**config.mk**
```make
export PLATFORM = sky130hd
export DESIGN_NAME = traffic_scheduler
export DESIGN_NICKNAME = d
export VERILOG_FILES = /design/src/rtl/frog_pkg.sv /design/src/rtl/traffic_scheduler_lane_timer.sv /design/src/rtl/traffic_scheduler.sv
export SDC_FILE = /design/constraint.sdc
export NUM_CORES = 1
export LEC_CHECK = 0
export ABC_CLOCK_PERIOD_IN_PS = 3800
export BUFFER_PORTS_ARGS = -buffer_cell sky130_fd_sc_hd__buf_2
export CAP_MARGIN = 40
export CORE_MARGIN = 2
export CORE_UTILIZATION = 60
export DETAILED_ROUTE_END_ITERATION = 12
export MAX_ROUTING_LAYER = met4
export PLACE_DENSITY_LB_ADDON = 0.05
export SLEW_MARGIN = 5
export SYNTH_ARGS = -nofsm -noshare
export SYNTH_HDL_FRONTEND = slang
export SYNTH_HIERARCHICAL = 1
export SYNTH_SLANG_ARGS = --single-unit
export TNS_END_PERCENT = 20
```
**constraint.sdc**
```tcl
create_clock -name i_Clk -period 3.8 [get_ports i_Clk]
set_input_delay 0.38 -clock i_Clk [delete_from_list [all_inputs] [get_ports i_Clk]]
set_output_delay 0.38 -clock i_Clk [all_outputs]
set_load 0.01 [all_outputs]
```
**src/rtl/frog_pkg.sv**
```systemverilog
// Shared definitions for the frog game datapath: FSM encodings, field widths
// and the period floor used by both the scheduler and the car instances.
package frog_pkg;

   localparam int LEVEL_W        = 7;
   localparam int PERIOD_W       = 8;
   localparam int MIN_PERIOD_DEF = 3;

   localparam logic [1:0] ST_IDLE  = 2'd0;
   localparam logic [1:0] ST_LOAD  = 2'd1;
   localparam logic [1:0] ST_RUN   = 2'd2;
   localparam logic [1:0] ST_PAUSE = 2'd3;

   function automatic logic [LEVEL_W-1:0] clamp_level(input logic [LEVEL_W-1:0] level,
                                                      input logic [LEVEL_W-1:0] max_level);
      return (level > max_level) ? max_level : level;
   endfunction

endpackage

```
**src/rtl/traffic_scheduler_lane_timer.sv**
```systemverilog
// Per-lane step timer: counts movement ticks down from period-1 and strobes
// for one cycle when it reaches zero, then reloads.
module lane_timer
   import frog_pkg::*;
(
   input  logic                i_Clk,
   input  logic                i_Rst,
   input  logic                load,
   input  logic [PERIOD_W-1:0] period,
   input  logic                tick,
   input  logic                hold,
   output logic                step
);

   logic [PERIOD_W-1:0] period_q;
   logic [PERIOD_W-1:0] cnt;

   always_ff @(posedge i_Clk) begin
      if (i_Rst) begin
         period_q <= '0;
         cnt      <= '0;
         step     <= 1'b0;
      end else begin
         step <= 1'b0;
         if (load) begin
            period_q <= period;
            cnt      <= period - PERIOD_W'(1);
         end else if (tick && !hold) begin
            if (cnt == '0) begin
               step <= 1'b1;
               cnt  <= period_q - PERIOD_W'(1);
            end else begin
               cnt <= cnt - PERIOD_W'(1);
            end
         end
      end
   end

endmodule

```
**src/rtl/traffic_scheduler.sv**
```systemverilog
// Central lane step scheduler: shared movement-tick prescaler, level-driven
// period calculation and start/pause/reload sequencing for all lane timers.
module traffic_scheduler
   import frog_pkg::*;
#(
   parameter int NUM_LANES   = 4,
   parameter int CLK_DIV     = 250000,
   parameter int BASE_PERIOD = 20,
   parameter int LANE_SPREAD = 4,
   parameter int LEVEL_STEP  = 2,
   parameter int MIN_PERIOD  = MIN_PERIOD_DEF,
   parameter int MAX_LEVEL   = 99
) (
   input  logic                 i_Clk,
   input  logic                 i_Rst,
   input  logic                 i_start,
   input  logic                 i_pause,
   input  logic                 i_level_load,
   input  logic [LEVEL_W-1:0]   i_level,
   output logic [NUM_LANES-1:0] o_lane_step,
   output logic                 o_running,
   output logic                 o_busy
);

   localparam int IDX_W = (NUM_LANES > 1) ? $clog2(NUM_LANES) : 1;
   localparam int PRE_W = (CLK_DIV > 1) ? $clog2(CLK_DIV) : 1;
   localparam logic signed [11:0] MIN_S = 12'(MIN_PERIOD);
   localparam logic signed [11:0] MAX_S = 12'sd255;

   logic [1:0]           state;
   logic [1:0]           state_next;
   logic [PRE_W-1:0]     presc;
   logic [IDX_W-1:0]     load_idx;
   logic [LEVEL_W-1:0]   lvl;
   logic                 tick;
   logic                 load_last;
   logic                 level_capture;
   logic signed [11:0]   base_term;
   logic signed [11:0]   lane_term;
   logic signed [11:0]   level_term;
   logic signed [11:0]   raw_period;
   logic [PERIOD_W-1:0]  calc_period;

   assign tick          = (state == ST_RUN) && (presc == PRE_W'(CLK_DIV - 1));
   assign load_last     = (load_idx == IDX_W'(NUM_LANES - 1));
   assign level_capture = (state_next == ST_LOAD) && (state != ST_LOAD);

   // A level reload outranks both pause and unpause so lanes always realign.
   always_comb begin
      state_next = state;
      case (state)
         ST_IDLE:  if (i_start) state_next = ST_LOAD;
         ST_LOAD:  if (load_last) state_next = ST_RUN;
         ST_RUN: begin
            if (i_level_load)  state_next = ST_LOAD;
            else if (i_pause)  state_next = ST_PAUSE;
         end
         ST_PAUSE: begin
            if (i_level_load)  state_next = ST_LOAD;
            else if (!i_pause) state_next = ST_RUN;
         end
         default: state_next = ST_IDLE;
      endcase
   end

   always_ff @(posedge i_Clk) begin
      if (i_Rst) begin
         state     <= ST_IDLE;
         presc     <= '0;
         load_idx  <= '0;
         lvl       <= '0;
         o_running <= 1'b0;
         o_busy    <= 1'b0;
      end else begin
         state     <= state_next;
         o_running <= (state_next == ST_RUN);
         o_busy    <= (state_next == ST_LOAD);
         if (level_capture) begin
            lvl      <= clamp_level(i_level, LEVEL_W'(MAX_LEVEL));
            load_idx <= '0;
         end else if (state == ST_LOAD) begin
            load_idx <= load_idx + IDX_W'(1);
         end
         if (state == ST_LOAD) begin
            presc <= '0;
         end else if (state == ST_RUN) begin
            presc <= tick ? '0 : presc + PRE_W'(1);
         end
      end
   end

   // One calculator shared by all lanes; LOAD walks load_idx across them.
   always_comb begin
      base_term   = 12'(BASE_PERIOD);
      lane_term   = 12'(load_idx) * 12'(LANE_SPREAD);
      level_term  = 12'(lvl) * 12'(LEVEL_STEP);
      raw_period  = base_term + lane_term - level_term;
      calc_period = raw_period[PERIOD_W-1:0];
      if (raw_period < MIN_S) begin
         calc_period = PERIOD_W'(MIN_PERIOD);
      end else if (raw_period > MAX_S) begin
         calc_period = '1;
      end
   end

   for (genvar k = 0; k < NUM_LANES; k++) begin : g_lane
      lane_timer u_lane_timer (
         .i_Clk  (i_Clk),
         .i_Rst  (i_Rst),
         .load   ((state == ST_LOAD) && (load_idx == IDX_W'(k))),
         .period (calc_period),
         .tick   (tick),
         .hold   (state != ST_RUN),
         .step   (o_lane_step[k])
      );
   end

endmodule
```
== After elaboration in Yosys (flattened, before gate mapping) ==
Cells that the tools add are included.
Cells by class
  reductions and logical operators: 24
  eq/ne operators: 11
  add/subtract/negate cells: 13
  $lt $le $gt $ge: 3
  bitwise logic cells: 1
  muxes and demuxes: 27
Operators with widths (number)
  8-bit two-way mux: 14
  8-bit by 1-bit subtractor with 8-bit output (second input constant): 9
  8-bit zero test: 4
  18-bit by 1-bit adder with 18-bit output (second input constant): 1
  18-bit == test (second input constant): 1
  18-bit two-way mux: 1
  2-bit two-way mux: 6
  3-bit OR reduction: 4
  2-bit == test (second input constant): 5
  9-bit > comparator (second input constant): 1
  9-bit by 3-bit < comparator with 1-bit output (second input constant): 1
  6-bit by 8-bit subtractor with 9-bit output: 1
  2-bit case mux with 4 select lines: 1
  2-bit nonzero test: 4
  7-bit > comparator (second input constant): 1
  1-bit logical AND: 7
  7-bit two-way mux: 1
  5-bit by 4-bit adder with 6-bit output (first input constant): 1
  2-bit by 1-bit == test with 1-bit output (second input constant): 3
  2-bit zero test: 2
  1-bit two-way mux: 4
  2-bit OR reduction: 2
  2-bit by 1-bit adder with 2-bit output (second input constant): 1
  2-bit by 1-bit inequality test with 1-bit output (second input constant): 1
  3 further kinds: 3
Word-level totals
  logic and storage cells: 97
  output and inout port bits: 6
  register bits after elaboration: 99
  input bits: 12

== Longest topological paths before layout ==
Gate-level depths: netlist of the first run.
  depth after elaboration: 7
  mapped depth: 14
  gate-level depth less buffers: 14

== Modules after synthesis ==
The synthesis of the first run kept the hierarchy.
Modules (own cells, without submodules)
  lane_timer: times used 4, seq. area each 340.3 µm², cells each 117, area an instance 970.9 µm²
  traffic_scheduler: times used 1, seq. area each 620.6 µm², cells each 199, area an instance 1717.9 µm²

== Least setup slack after synthesis of the first run ==
Ideal clock, no wire load.
  path type: register to register
  from: register load_idx[1]
  to: register g_lane[0].u_lane_timer.cnt[6]
  clock period less this slack: 3399 ps
  path buffers: 0
  required time: 3709 ps
  arrival: 3308 ps
  library setup time: 91 ps
  slack: 401 ps
  cell stages (with the launch flop): 13
  cells stage by stage: dfxtp_1 ha_1 ha_1 nor3b_1 o21ai_0 a2111oi_1 o21ai_0 nand2_1 o21a_1 ha_1 o21ai_1 or3_1 a311oi_1
Between the ends
  word-level cells in the longest chain between the ends: 7
  elaborated cells on any way between the ends: 11
  classes of those cells: 3 x add/sub; 2 x order compare; 3 x mux; 3 x reduce/logical
Ends and longest elaborated chain
  start, declared: RTL line traffic_scheduler.sv:33  | logic [IDX_W-1:0] load_idx;
  start signal, assigned: RTL line traffic_scheduler.sv:82  | load_idx <= load_idx + IDX_W'(1);
  5-bit by 4-bit adder with 6-bit output (*): RTL line traffic_scheduler.sv:97  | raw_period = base_term + lane_term - level_term;
  6-bit by 8-bit subtractor with 9-bit output (*): RTL line traffic_scheduler.sv:97
  9-bit > comparator: RTL line traffic_scheduler.sv:101  | end else if (raw_period > MAX_S) begin
  8-bit two-way mux: RTL line traffic_scheduler.sv:101
  8-bit two-way mux (*): RTL line traffic_scheduler.sv:99  | if (raw_period < MIN_S) begin
  via calc_period[0]: RTL line traffic_scheduler.sv:42  | logic [PERIOD_W-1:0] calc_period;
  8-bit by 1-bit subtractor with 8-bit output (*): RTL line traffic_scheduler_lane_timer.sv:27  | cnt <= period - PERIOD_W'(1);
  8-bit two-way mux (*): RTL line traffic_scheduler_lane_timer.sv:25  | if (load) begin
  end signal, assigned: RTL line traffic_scheduler_lane_timer.sv:27
  end signal, assigned: RTL line traffic_scheduler_lane_timer.sv:31  | cnt <= period_q - PERIOD_W'(1);
  end signal, assigned: RTL line traffic_scheduler_lane_timer.sv:33  | cnt <= cnt - PERIOD_W'(1);
  end, declared: RTL line traffic_scheduler_lane_timer.sv:16  | logic [PERIOD_W-1:0] cnt;
Mark *: on every way through the listed nets, which the timed path passes. The rest lies on a longest branch.
A chain may end at the register's enable or synchronous reset.

== Final worst setup path of the first run ==
  from: register load_idx[0]
  to: register g_lane[3].u_lane_timer.cnt[6]
Between the ends
  word-level cells in the longest chain between the ends: 7
  elaborated cells on any way between the ends: 11
  classes of those cells: 3 x add/sub; 2 x order compare; 1 x eq/ne; 3 x mux; 2 x reduce/logical
Ends and longest elaborated chain (RTL line)
  5-bit by 4-bit adder with 6-bit output (*): traffic_scheduler.sv:97
  6-bit by 8-bit subtractor with 9-bit output (*): traffic_scheduler.sv:97
  9-bit > comparator: traffic_scheduler.sv:101
  8-bit two-way mux: traffic_scheduler.sv:101
  8-bit two-way mux (*): traffic_scheduler.sv:99
  via calc_period[5]: traffic_scheduler.sv:42
  8-bit by 1-bit subtractor with 8-bit output (*): traffic_scheduler_lane_timer.sv:27
  8-bit two-way mux (*): traffic_scheduler_lane_timer.sv:25
  end signal, assigned: traffic_scheduler_lane_timer.sv:27
  end signal, assigned: traffic_scheduler_lane_timer.sv:31
  end signal, assigned: traffic_scheduler_lane_timer.sv:33
  end, declared: traffic_scheduler_lane_timer.sv:16
Marked as above.

==> flow_metrics.py, run 1 <==
metrics = {
    "run_status": {
        "outcome": "finished, final reports clean",
    },
    "global_route": {
        "grt_pass1_wl_um": 21500,
        "grt_overflow": 0,
        "antenna_found_initial": 0,
        "first_global_vias": 4678,
        "grt_max_degree": 41,
        "grtUsageTotal": 0.271,
    },
    "job": {
        "cap_viol_max_count": 0,
    },
    "power_and_ir_drop": {
        "switching_share": 0.306,
        "p_leak_nw": 2.13,
        "ir_drop_uv": 265,
        "switchingPower_mw": 0.689,
        "combPwrFrac": 0.206,
        "clkPwrFrac": 0.303,
        "p_int_mw": 1.56,
        "p_per_area_nw_per_um2": 375,
        "seq_power_share": 0.491,
    },
    "yosys": {
        "synthMuxAreaShare": 0.0563,
        "synth_top_family_by_area": "simple AND/OR/NAND/NOR gates",
        "ys_ff_latch": 99,
        "synth_warnings": 6,
        "synth_xor_area_frac": 0.0375,
        "synth_edf_count": 0,
        "netlist_top_cells_area": "dfxtp_1, nor2_1, a21oi_1",
        "synth_area_um2": 5600,
        "synth_fa_ha_area_frac": 0.0335,
        "synth_top_area_cell": "dfxtp_1",
        "synth.yosys.seq_area_share": 0.354,
        "ys.flop_type": "dfxtp_1",
        "syn_area_per_cell_um2": 8.40,
        "synth-simple-area-share": 0.252,
        "synthArstFlopShare": 0,
        "netlist.area_leader.share": 0.354,
        "synth.distinct_cells": 59,
        "synth_compound_area_frac": 0.219,
        "syn_inst": 667,
    },
    "clock_network": {
        "clk_latency_ps": 390,
        "cts_buffer_depth": 2,
        "post-cts-setup-buffer-count": 0,
        "clock-root-buffer": "clkbuf_8",
        "cts_max_level": 3,
        "cts_tree": "done",
        "numCtsBuffers": 9,
        "clk_pin_slew_worst_paths_ps": 90,
        "cts.sinks": 99,
    },
    "floorplan": {
        "core_area_um2": 9150,
        "num_rows": 35,
        "start_util": 0.612,
        "chipWidth_um": 101,
        "io_pins": 18,
        "dieArea_um2": 10100,
        "die_h_um": 101,
    },
    "critical_path": {
        "crit_slowest_cell": "or3b_4",
        "critPathKind": "flop to flop",
        "critPathArrivalTime_ps": 3880,
        "reg2reg_depth": 14,
        "slowest_delay_ps": 420,
        "end_kind": "flop",
        "reg2reg_slack_ps": 200,
        "r2r_start": "load_idx[0]",
        "cp_max_fo": 4,
        "start_kind": "flop",
        "required_ps": 4080,
        "cp_cell_sequence": "inv_1, ha_1, inv_1, ha_1, a21o_1, a21oi_1, xor2_1, nor2_1, buf_4, mux2_4, a41oi_2, or3b_4, or3_1, a311oi_1",
        "r2r-end": "g_lane[3].u_lane_timer/cnt[6]",
        "cp_top_family": "compound AO/OA/AOI/OAI gates",
        "crit_cells": 14,
        "crit_buf_inv": 3,
    },
    "sta": {
        "max_freq_mhz": 278,
        "slew_headroom": 0.446,
        "min_period_ps": 3600,
        "final-max-slew-violation-count": 0,
        "rsz0062_at_grt": "no",
        "tns_ps": 0,
        "tightest_slew_ps": 824,
        "setup_ws_ps": 203,
        "post-route-period-util": 0.947,
        "finalHoldViolations": 0,
        "skew_ps": 14.1,
        "setup-violations-final": 0,
    },
    "routing": {
        "drt_pre_antenna_iters": 5,
        "routedWlPerCell_um": 15.8,
        "drt_wl_total_um": 12600,
        "drtIter0Drc": 324,
        "ant_nets": 0,
        "num_vias": 4953,
        "avgViaCountPerCell": 6.21,
        "drc_errors": 0,
    },
    "place": {
        "place_hpwl_um": 9010,
        "pre_cts_ws_ps": 135,
        "port_buffers": 17,
        "gp_congestion": 0.933,
    },
    "min_path": {
        "holdPathEnd": "lvl[6]",
        "min_from": "i_level[6]",
        "hold_depth": 2,
        "hold_class": "input pin to flop",
    },
    "cells_and_area": {
        "fillers": 791,
        "drive_gt1_frac": 0.103,
        "nNetsFinal": 708,
        "n_antenna_cell": 0,
        "syn2layout_area_growth_pct": 7.35,
    },
}
placed cells by master, fill, tap and decap left out, types with 5 or more instances in the layout:
cell	n
a21oi_1	44
buf_2	17
nor4b_1	10
nand2_1	26
nor2b_1	11
xnor2_1	13
clkbuf_8	9
nand3_1	7
conb_1	8
nand2b_1	21
a22o_1	5
nor3_1	26
a311oi_1	12
o21a_1	8
buf_4	12
or4_1	9
inv_1	27
mux2i_1	21
or3_1	15
and2_1	9
nor2_1	104
o31ai_1	5
a31oi_1	8
ha_1	15
o211ai_1	6
nor4_1	8
dfxtp_1	99
a211oi_1	24
xor2_1	11
o21ai_0	19
logic make-up (layout without fill, tap and decap cells):
| kind of cell | Yosys count | in the layout |
|---|---|---|
| flops | 99 | 99 |
| simple gates | 269 | 269 |
| other cells | 1 | 8 |
| mux | 29 | 29 |
| xor+xnor | 24 | 24 |
| buf+inv | 61 | 73 |
| compound gates | 169 | 169 |
| fa+ha+maj | 15 | 15 |
flip-flops by register name (all words and copies together), names as in the netlist:
register,cells
g_lane.u_lane_timer/period_q,32
load_idx,2
presc,18
g_lane.u_lane_timer/step,4
g_lane.u_lane_timer/cnt,32
o_busy,1
o_running,1
state,2
lvl,7
worst max path at each step:
stage / slack, ps / from / end
finish: 200 / load_idx[0] / g_lane[3].u_lane_timer/cnt[6]
global route: 40 / load_idx[0] / g_lane[0].u_lane_timer/cnt[6]
global placement: 360 / load_idx[0] / g_lane[2].u_lane_timer/cnt[7]
CTS: 100 / load_idx[1] / g_lane[3].u_lane_timer/cnt[6]
floorplan: 400 / load_idx[1] / g_lane[0].u_lane_timer/cnt[6]
detailed placement: 130 / load_idx[1] / g_lane[0].u_lane_timer/cnt[6]
layout make-up:
| type | instances | area, um2 | area share |
|---|---|---|---|
| multi-input cells | 514 | 3400 | 0.566 |
| flip-flops and latches | 99 | 1980 | 0.330 |
| repair buffers | 30 | 195 | 0.0325 |
| well taps | 111 | 139 | 0.0231 |
| clock buffers | 10 | 128 | 0.0212 |
| inverters | 27 | 101 | 0.0169 |
| clock inverters | 6 | 65.1 | 0.0108 |
layer usage:
| metal | track usage | vias up | routed length, um |
|---|---|---|---|
| li1 | - | 2464 | - |
| met1 | 0.326 | 2355 | 5600 |
| met2 | 0.450 | 109 | 6240 |
| met3 | 0.0499 | 25 | 532 |
| met4 | 0.107 | 0 | 252 |
| met5 | - | - | 0 |
power groups by stage:
stage	sequential, mW	combinational (mW)	clock, mW
global placement	1.13	0.445	0
global route	1.11	0.514	0.746
CTS	1.10	0.455	0.701
finish	1.11	0.465	0.682
floorplan	1.12	0.343	0
detailed placement	1.13	0.452	0
metrics by stage:
stage / instance area (um2) / utilization / hold WS [ps] / instances / power (mW)
floorplan: 5630 / - / 442 / 674 / 1.46
global placement: 5800 / 0.634 / 457 / 781 / 1.57
detailed placement: 5800 / 0.634 / 463 / 781 / 1.58
CTS: 5990 / 0.655 / 218 / 797 / 2.26
global route: 6010 / 0.657 / 230 / 797 / 2.37
finish: 6010 / 0.657 / 229 / 797 / 2.25
timing repair:
item	CTS	global route
endpoints found under the setup margin	0	14
gates resized for setup	0	4
hold buffers	0	0
worst reg2reg max path, cell delays in order, from the launching register on:
cell and delay, ps:
dfxtp_1 400, inv_1 100, ha_1 310, inv_1 40, ha_1 200, a21o_1 170, a21oi_1 300, xor2_1 180
nor2_1 80, buf_4 160, mux2_4 260, a41oi_2 180, or3b_4 420, or3_1 390, a311oi_1 310
synthesized netlist by cell type (all sizes together), types with 6 or more instances:
library cell and count:
ha 15, nand2 26, and2 9, o21a 8, a311oi 12, a41oi 8
nand3 7, clkbuf 25, mux2 8, nor2 105, nor4 8, a21oi 45
dfxtp 99, a31oi 8, xnor2 13, or4 11, or3 15, mux2i 21
nor2b 11, xor2 11, o211ai 6, inv 27, nor3 26, nand2b 21
nor4b 10, buf 9, a211oi 24, o21ai 25
Note: power is estimated with default switching activity, not from simulation.
==> inputs of run 2 (changes only) <==
--- a/config.mk
+++ b/config.mk
@@ -13,6 +13,7 @@
 export DETAILED_ROUTE_END_ITERATION = 12
 export MAX_ROUTING_LAYER = met4
 export PLACE_DENSITY_LB_ADDON = 0.05
+export RECOVER_POWER = 25
 export SLEW_MARGIN = 5
 export SYNTH_ARGS = -nofsm -noshare
 export SYNTH_HDL_FRONTEND = slang
==> run 2 against run 1 <==
Net effect:
- register-to-register slack about the same
- via count decreased by 0.44%
- critical path type unchanged
- sequential power about the same
- highest routed layer unchanged
- clock-buffer cell count unchanged
- routed wire length decreased by 0.32%
- core utilization decreased by 0.37 points
- global-route usage unchanged
- sequential cell count unchanged
- sequential share of layout area increased by 0.19 points
- maximum frequency decreased by 0.22%
- the run now ends with capacitance limit, slew limit left
- final area decreased by 0.56%
- die area unchanged
==> flow_metrics.py, run 2 (synthesized netlist as in run 1, its figures left out) <==
metrics = {
    "global_route": {
        "grt_overflow": 0,
        "grt_pass1_wl_um": 21500,
        "grt_max_degree": 41,
        "grtUsageTotal": 0.271,
        "antenna_found_initial": 0,
        "first_global_vias": 4678,
    },
    "critical_path": {
        "slowest_delay_ps": 420,
        "cp_top_family": "compound AO/OA/AOI/OAI gates",
        "required_ps": 4080,
        "start_kind": "flop",
        "critPathKind": "flop to flop",
        "crit_slowest_cell": "or3b_4",
        "cp_max_fo": 4,
        "crit_buf_inv": 3,
        "end_kind": "flop",
        "cp_cell_sequence": "inv_1, ha_1, inv_1, ha_1, a21o_1, a21oi_1, xor2_1, nor2_1, buf_4, mux2_4, a41oi_2, or3b_4, or3_1, a311oi_1",
        "startpoint": "load_idx[0]",
        "critPathArrivalTime_ps": 3880,
        "r2r_start": "load_idx[0]",
    },
    "routing": {
        "drt_wl_total_um": 12600,
        "drtIter0Drc": 319,
        "drt_pre_antenna_iters": 6,
        "num_vias": 4931,
        "ant_nets": 0,
        "avgViaCountPerCell": 6.19,
        "routedWlPerCell_um": 15.8,
        "drc_errors": 0,
    },
    "sta": {
        "rsz0062_at_grt": "no",
        "min_period_ps": 3610,
        "post-route-period-util": 0.949,
        "slew_headroom": -0.199,
        "finalHoldViolations": 0,
        "tns_ps": 0,
        "setup_ws_ps": 195,
        "setup-violations-final": 0,
        "tightest_slew_ps": 1780,
        "skew_ps": 14.0,
        "max_freq_mhz": 277,
        "final-max-slew-violation-count": 17,
    },
    "place": {
        "port_buffers": 17,
        "place_hpwl_um": 9010,
        "gp_congestion": 0.933,
        "pre_cts_ws_ps": 135,
    },
    "cells_and_area": {
        "multi_input_area_um2": 3380,
        "regArea_um2": 1980,
        "drive_gt1_frac": 0.0875,
        "final_common_cell": "nor2_1",
        "syn2layout_area_growth_pct": 6.75,
        "nNetsFinal": 708,
        "layout_common_cells": "nor2_1, dfxtp_1, a21oi_1",
        "fillers": 799,
        "reg.largest.list": "g_lane.u_lane_timer/cnt: 32 flops, g_lane.u_lane_timer/period_q: 32 flops, presc: 18 flops",
        "n_antenna_cell": 0,
    },
    "clock_network": {
        "cts_tree": "done",
        "post-cts-setup-buffer-count": 0,
        "cts_buffer_depth": 2,
        "cts.sinks": 99,
        "clk_latency_ps": 380,
        "cts_max_level": 3,
        "clock-root-buffer": "clkbuf_8",
        "ctsResizeCount": 0,
        "clk_pin_slew_worst_paths_ps": 100,
        "cts_hold_buf": 0,
        "numCtsBuffers": 9,
    },
    "floorplan": {
        "dieArea_um2": 10100,
        "die_h_um": 101,
        "start_util": 0.612,
        "core_area_um2": 9150,
        "io_pins": 18,
        "chipWidth_um": 101,
        "num_rows": 35,
    },
    "min_path": {
        "min_from": "i_level[6]",
        "hold_class": "input pin to flop",
    },
    "run_status": {
        "outcome": "finished, violations left",
        "violations": "capacitance limit, slew limit",
    },
    "power_and_ir_drop": {
        "ir_drop_uv": 265,
        "p_per_area_nw_per_um2": 376,
        "p_leak_nw": 2.06,
    },
    "job": {
        "cap_viol_max_count": 1,
    },
}
-- run 2: changes by cell type in the layout (fill, tap and decap cells not counted), moves of 3 or more --
cell / before / now
clkbuf_1: 1 / 8
and2_0: 0 / 3
and2_1: 9 / 6
buf_2: 17 / 11
-- run 2: final timing paths --
kind                                        endpoint  slack, ps  cells past startpoint
setup / recovery       g_lane[3].u_lane_timer/cnt[6]        190                     14
hold / removal                                lvl[6]        230                      2
setup reg to reg       g_lane[3].u_lane_timer/cnt[6]        190                     14
hold reg to reg   g_lane[0].u_lane_timer/period_q[7]        480                      2
-- run 2: stage by stage --
step                      hold slack [ps]  cells   util  power [mW]  cell area, um2
after floorplan                       442    674      -        1.46            5630
after global placement                457    781  0.634        1.57            5800
after detailed placement              463    781  0.634        1.58            5800
after CTS                             218    797  0.655        2.26            5990
after global routing                  230    797  0.653        2.37            5980
final                                 231    797  0.653        2.25            5980
-- run 2: area by class of cell --
| type | instances | area share |
|---|---|---|
| clock buffer | 10 | 0.0213 |
| clock inverter | 6 | 0.0109 |
| inverter | 27 | 0.0169 |
| multi-input combinational | 514 | 0.565 |
| sequential | 99 | 0.331 |
| tap | 111 | 0.0232 |
| timing repair buffer | 30 | 0.0308 |
-- run 2: report_power, final --
| part | internal, mW | switching (mW) | total, mW |
|---|---|---|---|
| clock | 0.306 | 0.377 | 0.683 |
| sequential | 1.07 | 0.0363 | 1.11 |
| combinational | 0.187 | 0.275 | 0.462 |
-- run 2: routing by layer --
layer	part of all wire	up-vias	GRT usage	routed length, um
li1	-	2466	-	-
met1	0.45	2328	0.326	5660
met2	0.49	107	0.450	6200
met3	0.037	30	0.0499	464
met4	0.020	0	0.107	254
met5	0	-	-	0
==> inputs of run 3 (changes only) <==
--- a/config.mk
+++ b/config.mk
@@ -6,11 +6,11 @@
 export NUM_CORES = 1
 export LEC_CHECK = 0
 export ABC_CLOCK_PERIOD_IN_PS = 3800
-export BUFFER_PORTS_ARGS = -buffer_cell sky130_fd_sc_hd__buf_2
 export CAP_MARGIN = 40
 export CORE_MARGIN = 2
 export CORE_UTILIZATION = 60
 export DETAILED_ROUTE_END_ITERATION = 12
+export DONT_BUFFER_PORTS = 1
 export MAX_ROUTING_LAYER = met4
 export PLACE_DENSITY_LB_ADDON = 0.05
 export RECOVER_POWER = 25
@@ -19,4 +19,4 @@
 export SYNTH_HDL_FRONTEND = slang
 export SYNTH_HIERARCHICAL = 1
 export SYNTH_SLANG_ARGS = --single-unit
-export TNS_END_PERCENT = 20
+export TNS_END_PERCENT = 10
==> run 3 against run 2 <==
Net effect:
- the run now ends clean
- highest routed layer unchanged
- sequential share of layout area increased by 0.63 points
- power decreased by 0.30%
- combinational power decreased by 5.2%
- clock power increased by 2%
- cell count decreased by 2.5%
- die area unchanged
- critical path depth unchanged
- clock-buffer cell count increased by 1
- core utilization decreased by 1.2 points
- clock skew decreased by 5.2 ps
- critical endpoint is now g_lane[0].u_lane_timer/cnt[7]
==> flow_metrics.py, run 3 (synthesized netlist as in run 1, its figures left out) <==
metrics = {
    "cells_and_area": {
        "instances_no_fill": 777,
        "drive_gt1_frac": 0.0706,
        "fillers": 840,
        "n_antenna_cell": 0,
        "regArea_um2": 1980,
        "nNetsFinal": 688,
        "final_common_cell": "nor2_1",
        "layout_common_cells": "nor2_1, dfxtp_1, a21oi_1",
        "syn2layout_area_growth_pct": 4.76,
        "multi_input_area_um2": 3370,
        "reg.largest.list": "g_lane.u_lane_timer/cnt: 32 flops, g_lane.u_lane_timer/period_q: 32 flops, presc: 18 flops",
    },
    "floorplan": {
        "chipWidth_um": 101,
        "start_util": 0.612,
        "core_area_um2": 9150,
        "dieArea_um2": 10100,
        "num_rows": 35,
        "die_h_um": 101,
        "io_pins": 18,
    },
    "critical_path": {
        "startpoint": "load_idx[0]",
        "crit_slowest_cell": "or3b_4",
        "start_kind": "flop",
        "required_ps": 4070,
        "reg2reg_slack_ps": 250,
        "critPathKind": "flop to flop",
        "slowest_delay_ps": 420,
        "reg2reg_depth": 14,
        "crit_cells": 14,
        "crit_buf_inv": 3,
        "cp_top_family": "compound AO/OA/AOI/OAI gates",
        "cp_max_fo": 6,
        "r2r-end": "g_lane[0].u_lane_timer/cnt[7]",
        "r2r_start": "load_idx[0]",
        "cp_cell_sequence": "inv_1, ha_1, inv_1, ha_1, nor3b_1, o21ai_1, a2111o_1, nor2_1, buf_4, mux2_4, a41oi_2, or3b_4, o311a_1, a2111oi_2",
        "crit_end": "g_lane[0].u_lane_timer/cnt[7]",
        "end_kind": "flop",
        "critPathArrivalTime_ps": 3830,
    },
    "clock_network": {
        "cts.sinks": 99,
        "cts_tree": "done",
        "clk_pin_slew_worst_paths_ps": 100,
        "post-cts-setup-buffer-count": 0,
        "clock-root-buffer": "clkbuf_8",
        "cts_buffer_depth": 2,
        "cts_hold_buf": 0,
        "clk_latency_ps": 380,
        "cts_max_level": 3,
        "numCtsBuffers": 9,
    },
    "sta": {
        "slew_headroom": 0.378,
        "whs_ps": 61.3,
        "rsz0062_at_grt": "yes",
        "finalHoldViolations": 0,
        "min_period_ps": 3550,
        "setup-violations-final": 0,
        "tightest_slew_ps": 932,
        "skew_ps": 8.78,
        "post-route-period-util": 0.935,
        "final-max-slew-violation-count": 0,
        "max_freq_mhz": 282,
    },
    "place": {
        "port_buffers": 0,
        "placed_cells": 761,
        "place_hpwl_um": 8690,
        "gp_congestion": 0.961,
    },
    "power_and_ir_drop": {
        "ir_drop_uv": 279,
        "p_per_area_nw_per_um2": 382,
        "p_leak_nw": 2.00,
    },
    "routing": {
        "avgViaCountPerCell": 6.27,
        "drt_pre_antenna_iters": 4,
        "routedWlPerCell_um": 16.1,
        "num_vias": 4869,
        "ant_nets": 0,
        "drt_wl_total_um": 12500,
        "drtIter0Drc": 211,
        "drc_errors": 0,
    },
    "global_route": {
        "grt_max_degree": 79,
        "grt_pass1_wl_um": 21600,
        "grt_overflow": 0,
        "antenna_found_initial": 0,
        "first_global_vias": 4659,
        "grtUsageTotal": 0.272,
    },
    "min_path": {
        "min_from": "i_Rst",
        "hold_class": "input pin to flop",
    },
    "job": {
        "cap_viol_max_count": 0,
    },
    "run_status": {
        "outcome": "finished, final reports clean",
    },
}
-- run 3: cell type report --
| type | count | share of cell area |
|---|---|---|
| well taps | 111 | 0.0237 |
| inverters | 27 | 0.0173 |
| multi-input cells | 514 | 0.575 |
| clock buffers | 11 | 0.0241 |
| repair buffers | 10 | 0.0122 |
| flip-flops and latches | 99 | 0.338 |
| clock inverters | 5 | 0.0104 |
-- run 3: worst min-delay path by stage --
stage / to / cells past startpoint
global placement: lvl[2] / 1
floorplan: lvl[2] / 1
detailed placement: g_lane[2].u_lane_timer/cnt[7] / 1
CTS: g_lane[2].u_lane_timer/cnt[7] / 1
finish: g_lane[3].u_lane_timer/period_q[7] / 1
global route: g_lane[2].u_lane_timer/cnt[7] / 1
-- run 3: timing repair --
action                                 in CTS  in global routing
setup endpoints to repair                   0                 21
endpoints found under the hold margin       0                  0
gates resized for setup                     0                  3
-- run 3: stage by stage --
stage	power, mW	area, um2	setup TNS, ps	util	setup slack [ps]
2_1_floorplan	1.46	5630	0	-	401
3_3_place_gp	1.55	5680	0	0.621	306
3_5_place_dp	1.56	5680	0	0.621	131
4_1_cts	2.26	5880	0	0.643	113
5_1_grt	2.37	5870	-92.5	0.641	-47.1
6_report	2.24	5870	0	0.641	248
-- run 3: where the power goes --
part	internal, mW	switching, mW
clock	0.326	0.373
sequential	1.07	0.0369
combinational	0.178	0.260
total	1.57	0.670
-- run 3: metal layers --
layer  GRT usage  share of wire  up-vias
met5           -              0        -
met4      0.0832          0.021        0
met3      0.0687          0.047       26
met2       0.442           0.48      118
met1       0.332           0.45     2306
li1            -              -     2419
